===== config.mk =====
export PLATFORM = sky130hd
export DESIGN_NAME = snake_dir_ctrl
export DESIGN_NICKNAME = d
export VERILOG_FILES = /design/src/rtl/snake_dir_ctrl.sv
export SDC_FILE = /design/constraint.sdc
export NUM_CORES = 1
export LEC_CHECK = 0
export BUFFER_PORTS_ARGS = -buffer_cell sky130_fd_sc_hd__buf_4
export CAP_MARGIN = 25
export CORE_MARGIN = 3
export CORE_UTILIZATION = 52
export DETAILED_ROUTE_END_ITERATION = 16
export GPL_TIMING_DRIVEN = 0
export PLACE_DENSITY = 0.82
export RECOVER_POWER = 50
export SLEW_MARGIN = 20
export SYNTH_ARGS = -nofsm -noshare
export SYNTH_HDL_FRONTEND = slang
export SYNTH_SLANG_ARGS = --single-unit

===== constraint.sdc =====
create_clock -name sys_clk -period 3.7 [get_ports sys_clk]
set_input_delay 0.74 -clock sys_clk [delete_from_list [all_inputs] [get_ports sys_clk]]
set_output_delay 0.74 -clock sys_clk [all_outputs]
set_load 0.02 [all_outputs]

===== src/rtl/snake_dir_ctrl.sv =====
// rtl/snake_dir_ctrl.sv - snake heading control: key/IR request merge, 2-deep turn queue, pause
// One turn is applied per step tick; reversals and no-op turns never enter the queue.
module snake_dir_ctrl #(
    parameter logic [7:0] CODE_UP    = 8'h18,
    parameter logic [7:0] CODE_DOWN  = 8'h52,
    parameter logic [7:0] CODE_LEFT  = 8'h08,
    parameter logic [7:0] CODE_RIGHT = 8'h5A,
    parameter logic [7:0] CODE_PAUSE = 8'h1C
) (
    input  logic       sys_clk,
    input  logic       sys_rst,
    input  logic [3:0] key_pulse,
    input  logic       ir_data_en,
    input  logic       ir_repeat_en,
    input  logic [7:0] ir_data,
    input  logic       step_tick,
    input  logic       game_over,
    output logic [1:0] dir,
    output logic       paused,
    output logic [1:0] q_level,
    output logic       cmd_drop
);

    logic [1:0] mem [2];
    logic       rd_ptr;
    logic       wr_ptr;
    logic [1:0] count;

    logic       req_valid;
    logic [1:0] req_dir;
    logic       pause_req;
    logic [1:0] ref_dir;
    logic       reject;
    logic       pop;
    logic       accept;
    logic       push;
    logic       drop;
    logic       toggle;

    // Repeat codes carry no command byte, so they cannot change the heading.
    logic unused_repeat;
    assign unused_repeat = ir_repeat_en;

    always_comb begin
        req_valid = 1'b0;
        req_dir   = 2'b00;
        pause_req = 1'b0;
        if (|key_pulse) begin
            req_valid = 1'b1;
            if (key_pulse[3])      req_dir = 2'b00;
            else if (key_pulse[2]) req_dir = 2'b01;
            else if (key_pulse[1]) req_dir = 2'b10;
            else                   req_dir = 2'b11;
        end else if (ir_data_en) begin
            case (ir_data)
                CODE_UP:    begin req_valid = 1'b1; req_dir = 2'b00; end
                CODE_DOWN:  begin req_valid = 1'b1; req_dir = 2'b01; end
                CODE_LEFT:  begin req_valid = 1'b1; req_dir = 2'b10; end
                CODE_RIGHT: begin req_valid = 1'b1; req_dir = 2'b11; end
                CODE_PAUSE: pause_req = 1'b1;
                default:    ;
            endcase
        end
    end

    // Turns are judged against the last queued heading, i.e. where the snake will be going.
    assign ref_dir = (count != 2'd0) ? mem[~wr_ptr] : dir;
    assign reject  = (req_dir == ref_dir) || (req_dir == (ref_dir ^ 2'b01));
    assign pop     = step_tick && !paused && !game_over && (count != 2'd0);
    assign accept  = req_valid && !reject && !paused && !game_over;
    assign push    = accept && ((count != 2'd2) || pop);
    assign drop    = accept && (count == 2'd2) && !pop;
    assign toggle  = pause_req && !game_over;

    always_ff @(posedge sys_clk or posedge sys_rst) begin
        if (sys_rst) begin
            dir      <= 2'b11;
            paused   <= 1'b0;
            cmd_drop <= 1'b0;
            count    <= 2'd0;
            rd_ptr   <= 1'b0;
            wr_ptr   <= 1'b0;
            mem[0]   <= 2'b00;
            mem[1]   <= 2'b00;
        end else begin
            cmd_drop <= drop;
            if (pop) begin
                dir    <= mem[rd_ptr];
                rd_ptr <= ~rd_ptr;
            end
            if (push) begin
                mem[wr_ptr] <= req_dir;
                wr_ptr      <= ~wr_ptr;
            end
            case ({push, pop})
                2'b10:   count <= count + 2'd1;
                2'b01:   count <= count - 2'd1;
                default: ;
            endcase
            if (game_over) begin
                paused <= 1'b0;
                count  <= 2'd0;
                rd_ptr <= 1'b0;
                wr_ptr <= 1'b0;
            end else if (toggle) begin
                paused <= ~paused;
                // Entering pause discards any turns typed before it.
                if (!paused) begin
                    count  <= 2'd0;
                    rd_ptr <= 1'b0;
                    wr_ptr <= 1'b0;
                end
            end
        end
    end

    assign q_level = count;

endmodule


Word level (Yosys, flattened, before mapping)
Index checks and enable logic that the tools add are counted.
Cells by class
  add/sub/neg operators: 2
  order comparisons: 4
  equality and inequality tests: 11
  muxes and demuxes: 36
  bitwise logic cells: 7
  reductions and logical operators: 21
Operators with widths (number)
  two-way mux 2 bit: 15
  two-way mux 1 bit: 17
  equality test 8 x 5 -> 1 bit, second input constant: 2
  equality test 8 x 7 -> 1 bit, second input constant: 2
  logical AND 1 bit: 11
  equality test 8 x 4 -> 1 bit, second input constant: 1
  OR reduction 4 bit: 2
  >= comparator 2 bit, second input constant: 3
  NOT 1 -> 2 bit: 3
  one-hot mux 2 bit (3 select lines): 1
  bitwise mux 4 bit: 1
  equality test 2 bit: 2
  equality test 2 bit, second input constant: 2
  zero test 1 bit: 4
  NOT 1 bit: 4
  one-hot mux 2 bit (2 select lines): 1
  nonzero test 2 bit: 2
  adder 2 x 1 -> 2 bit, second input constant: 1
  demux 2 bit (select 1 bit): 1
  equality test 2 x 1 -> 1 bit, second input constant: 1
  logical OR 1 bit: 2
  less-than comparator 2 x 1 -> 1 bit, second input constant: 1
  != test 2 bit, second input constant: 1
  subtractor 2 x 1 -> 2 bit, second input constant: 1
Word-level totals
  register bits after elaboration: 12
  input port bits: 18
  output and inout bits: 6
  logic and storage cells: 89

Logic depth before layout (Yosys ltp)
  depth after elaboration: 19
  gate-level depth with buffers: 9
  mapped depth without buffers: 9

Least setup slack after synthesis
OpenSTA, ideal clock, no wires.
  path kind: input-to-reg
  start point: in ir_data[2]
  end point: reg count[1], in the netlist q_level[1]
  setup time: 121 ps
  data arrival time: 2593 ps
  data required time: 3579 ps
  path slack: 987 ps
  stages: 8
  path through: or4b_1 a211o_1 a21o_1 a211o_1 ha_1 nor2_1 xnor2_1 nor3_1
Between the ends
  longest elaborated chain between the ends: 16
  elaborated cells between the ends (all ways): 30
RTL lines
  start: declaration: RTL line 15  | input logic [7:0] ir_data,
  equality test 8 x 7 -> 1 bit / equality test 8 x 4 -> 1 bit (equally long branches): RTL line 55  | case (ir_data)
  one-hot mux 2 bit (3 select lines): RTL line 55
  two-way mux 2 bit: RTL line 54  | end else if (ir_data_en) begin
  two-way mux 2 bit: RTL line 48  | if (|key_pulse) begin
  equality test 2 bit: RTL line 68  | assign reject = (req_dir == ref_dir) || (req_dir == (ref_dir ^ 2'b01));
  logical OR 1 bit: RTL line 68
  zero test 1 bit: RTL line 70  | assign accept = req_valid && !reject && !paused && !game_over;
  logical AND 1 bit (3 in a row): RTL line 70
  logical AND 1 bit: RTL line 71  | assign push = accept && ((count != 2'd2) || pop);
  equality test 2 x 1 -> 1 bit / equality test 2 bit (equally long branches): RTL line 95  | case ({push, pop})
  one-hot mux 2 bit (2 select lines): RTL line 95
  two-way mux 2 bit: RTL line 108  | if (!paused) begin
  two-way mux 2 bit *: RTL line 105  | end else if (toggle) begin
  two-way mux 2 bit *: RTL line 100  | if (game_over) begin
  end signal: assignment: RTL line 96  | 2'b10: count <= count + 2'd1;
  end signal: assignment: RTL line 97  | 2'b01: count <= count - 2'd1;
  end: declaration: RTL line 27  | logic [1:0] count;
Every way passes the cells marked *; elsewhere a longest branch is shown, timed or not.
A chain may end at the register's enable or synchronous reset.

Worst setup path after layout
Same ends and word-level chain as after synthesis.

==> impl_metrics.toml <==
[worst_setup_path]
crit_top_cell = "a211o_1"
worst_setup_path_end_kind = "flip-flop"
worstPathRequired_ns = 3.88
cpMaxStageDelayCell = "or4b_1"
critPathBufInv = 1
crit_type = "input port to flip-flop"
crit_family = "simple AND/OR/NAND/NOR gates"
arrival_ns = 2.90
path_cells = "buf_4 > or4b_1 > a211o_1 > a21o_1 > a211o_1 > ha_1 > nor2_1 > xnor2_1 > nor3_1"
cp_max_fo = 4
max_stage_delay_ns = 0.51
start_kind = "input port"

[clocking]
post_cts_resize_count = 0
root_buffer = "clkbuf_4"
post_cts_buffers = 0
clkSinkCount = 12
worst_skew_pair.late_latency_ns = 0.28
cts.path.max_buffers = 2
h-tree-depth = 1
clkSlewWorstSetupHoldPaths_ns = 0.08
cts_buffers = 3
ctsHoldBuffers = 0
cts_tree = "yes"

[yosys]
yosys-top-cells-area = "dfrtp_1, dfstp_2, ha_1, mux2_2, a21oi_1"
yosysMostFrequentCell = "dfrtp_1"
synthFlopType = "dfrtp_1"
syn-mean-instance-area_um2 = 9.55
syn_nets = 98
async_flop_share_pct = 100
yosys.area.top_type_share_pct = 34.0
synth_common_cells = "dfrtp_1, nor2_1, a21oi_1, inv_1"
yosysUniqueCellTypes = 31
synth-seq-cells = 12
synth_area_um2 = 736
synth_edf_count = 0
yosys_warnings = 0
syn_inst = 77
ys_seq_area_share_pct = 41.2
yosysTopAreaCell = "dfrtp_1"

[die]
start_util_pct = 60.5
die_width_um = 43.6
io_pins = 24
core_area_um2 = 1220
row_count = 12
die_height_um = 43.6
die_area_um2 = 1900

[power]
switching_share_pct = 35.8
p_int_uw = 355
pwr-share-comb_pct = 40.4
power.switching_uw = 198
peakVddDrop_mv = 0.405
seqPwrFrac_pct = 40.3
clockPowerShare_pct = 19.3
leakage_nw = 0.442
powerDensity_nw_per_um2 = 585
finalPower_uw = 554

[timing]
finalHoldViolations = 0
post-route-min-period_ns = 2.72
relSlewSlack_pct = 69.2
final_max_slew_viol_count = 0
final.setup.tns_ns = 0
final.setup_skew_ns = 0.00887
rsz0062_at_grt = "no"
setup_viol = 0
clock.fmax_mhz = 368
period_share_pct = 73.4
tightest_slew_ns = 0.457

[routing]
wl_per_cell_um = 14.3
wirelength_um = 1670
vias = 688
dr.pass1.iters = 5
drt_iter0_drc = 18
viasPerCell = 5.88
ant_nets = 0
drc = 0

[finish]
layout-drive-gt1-share_pct = 32.0
fin_nets = 125
antennaDiodeCount = 0
areaGrowthSynthToFinish_pct = 28.7

[grt]
grt_max_degree = 13
grt_pass1_vias = 629
grtUsageTotal_pct = 18.7
antenna_found_initial = 0
grt-ovfl-total = 0
grt_pass1_wl_um = 2670

[place]
place.gp.congestion = 0.760
dp_hpwl_um = 1360
numPortBuffers = 22

[status]
status = "complete, no violations"

[worst_hold_path]
hp-class = "input port to asynchronous set/reset pin"

[flow_run]
maxCapViolCount = 0
==> power by group through the flow <==
stage | clock network (mW) | logic, mW | registers [mW]
detailed placement | 0 | 0.226 | 0.226
global route | 0.114 | 0.247 | 0.229
CTS | 0.108 | 0.226 | 0.224
floorplan | 0 | 0.135 | 0.238
finish | 0.107 | 0.224 | 0.223
global placement | 0 | 0.215 | 0.223
==> cells by family after synthesis <==
group	count (synthesis)	share of synthesized area, %
AND/OR/NAND/NOR	28	22.1
AO/OA/AOI/OAI	17	14.6
flip-flops	12	41.2
buffers and inverters	7	3.57
multiplexers	6	8.67
XOR/XNOR	4	4.76
adder cells (fa/ha/maj)	3	5.10
==> cells in the final DEF (no fill, tap or decap), types with 2 or more instances in the layout <==
cell type / count
a211o_1: 2
a211oi_1: 2
a21oi_1: 6
buf_4: 19
clkbuf_1: 3
clkbuf_4: 4
dfrtp_1: 10
dfstp_2: 2
ha_1: 3
inv_1: 6
mux2_2: 3
mux2i_1: 3
nand2_1: 2
nand2b_1: 4
nand3_1: 2
nor2_1: 7
nor3_1: 4
o21ai_0: 2
o22ai_1: 2
xnor2_1: 3
==> metrics by stage <==
stage,instances,instance area [um2],hold slack [ns],utilization [%],setup WS [ns]
2_1_floorplan,77,736,0.502,-,0.987
3_3_place_gp,113,918,0.489,75.5,0.766
3_5_place_dp,113,918,0.525,75.5,0.725
4_1_cts,117,955,0.471,78.5,1.01
5_1_grt,117,947,0.497,77.9,0.878
6_report,117,947,0.459,77.9,0.984
==> path summary, 6_finish.rpt <==
| path | end | from | cells after the start | slack [ns] |
|---|---|---|---|---|
| setup reg to reg | q_level[1] | q_level[1] | 8 | 1.49 |
| max in group asynchronous | dir[1] | sys_rst | 2 | 2.89 |
| min in group sys_clk | dir[1] | dir[1] | 2 | 0.53 |
| hold / removal | mem[1] | sys_rst | 2 | 0.46 |
| hold reg to reg | dir[1] | dir[1] | 2 | 0.53 |
| setup / recovery | q_level[1] | ir_data[2] | 9 | 0.98 |
==> sequential cells by signal, summed over array words and instances, names as in the netlist <==
register and count:
paused 1, rd_ptr 1, mem 4, q_level 2, wr_ptr 1, cmd_drop 1, dir 2
==> worst register-to-register path, stage by stage, from the launching register on <==
cell and delay [ns]:
dfrtp_1 0.44, or2_2 0.33, a21oi_1 0.19, nand3_1 0.16
a211o_1 0.29, ha_1 0.32, nor2_1 0.16, xnor2_1 0.08
nor3_1 0.16
==> per-layer routing <==
metal / up-vias / global-route usage [%] / wire (um)
li1: 330 / - / -
met1: 318 / 24.2 / 618
met2: 33 / 30.8 / 877
met3: 7 / 3.73 / 135
met4: 0 / 6.02 / 38
met5: - / 0 / 0
==> cell type report <==
| type | instances | area (um2) |
|---|---|---|
| clock buffers | 4 | 36.3 |
| flip-flops and latches | 12 | 303 |
| fillers | 81 | 269 |
| multi-input cells | 58 | 407 |
| plain buffers | 1 | 3.75 |
| well taps | 14 | 17.5 |
| inverters | 6 | 22.5 |
| repair buffers | 22 | 158 |
(Power assumes the default switching activity.)
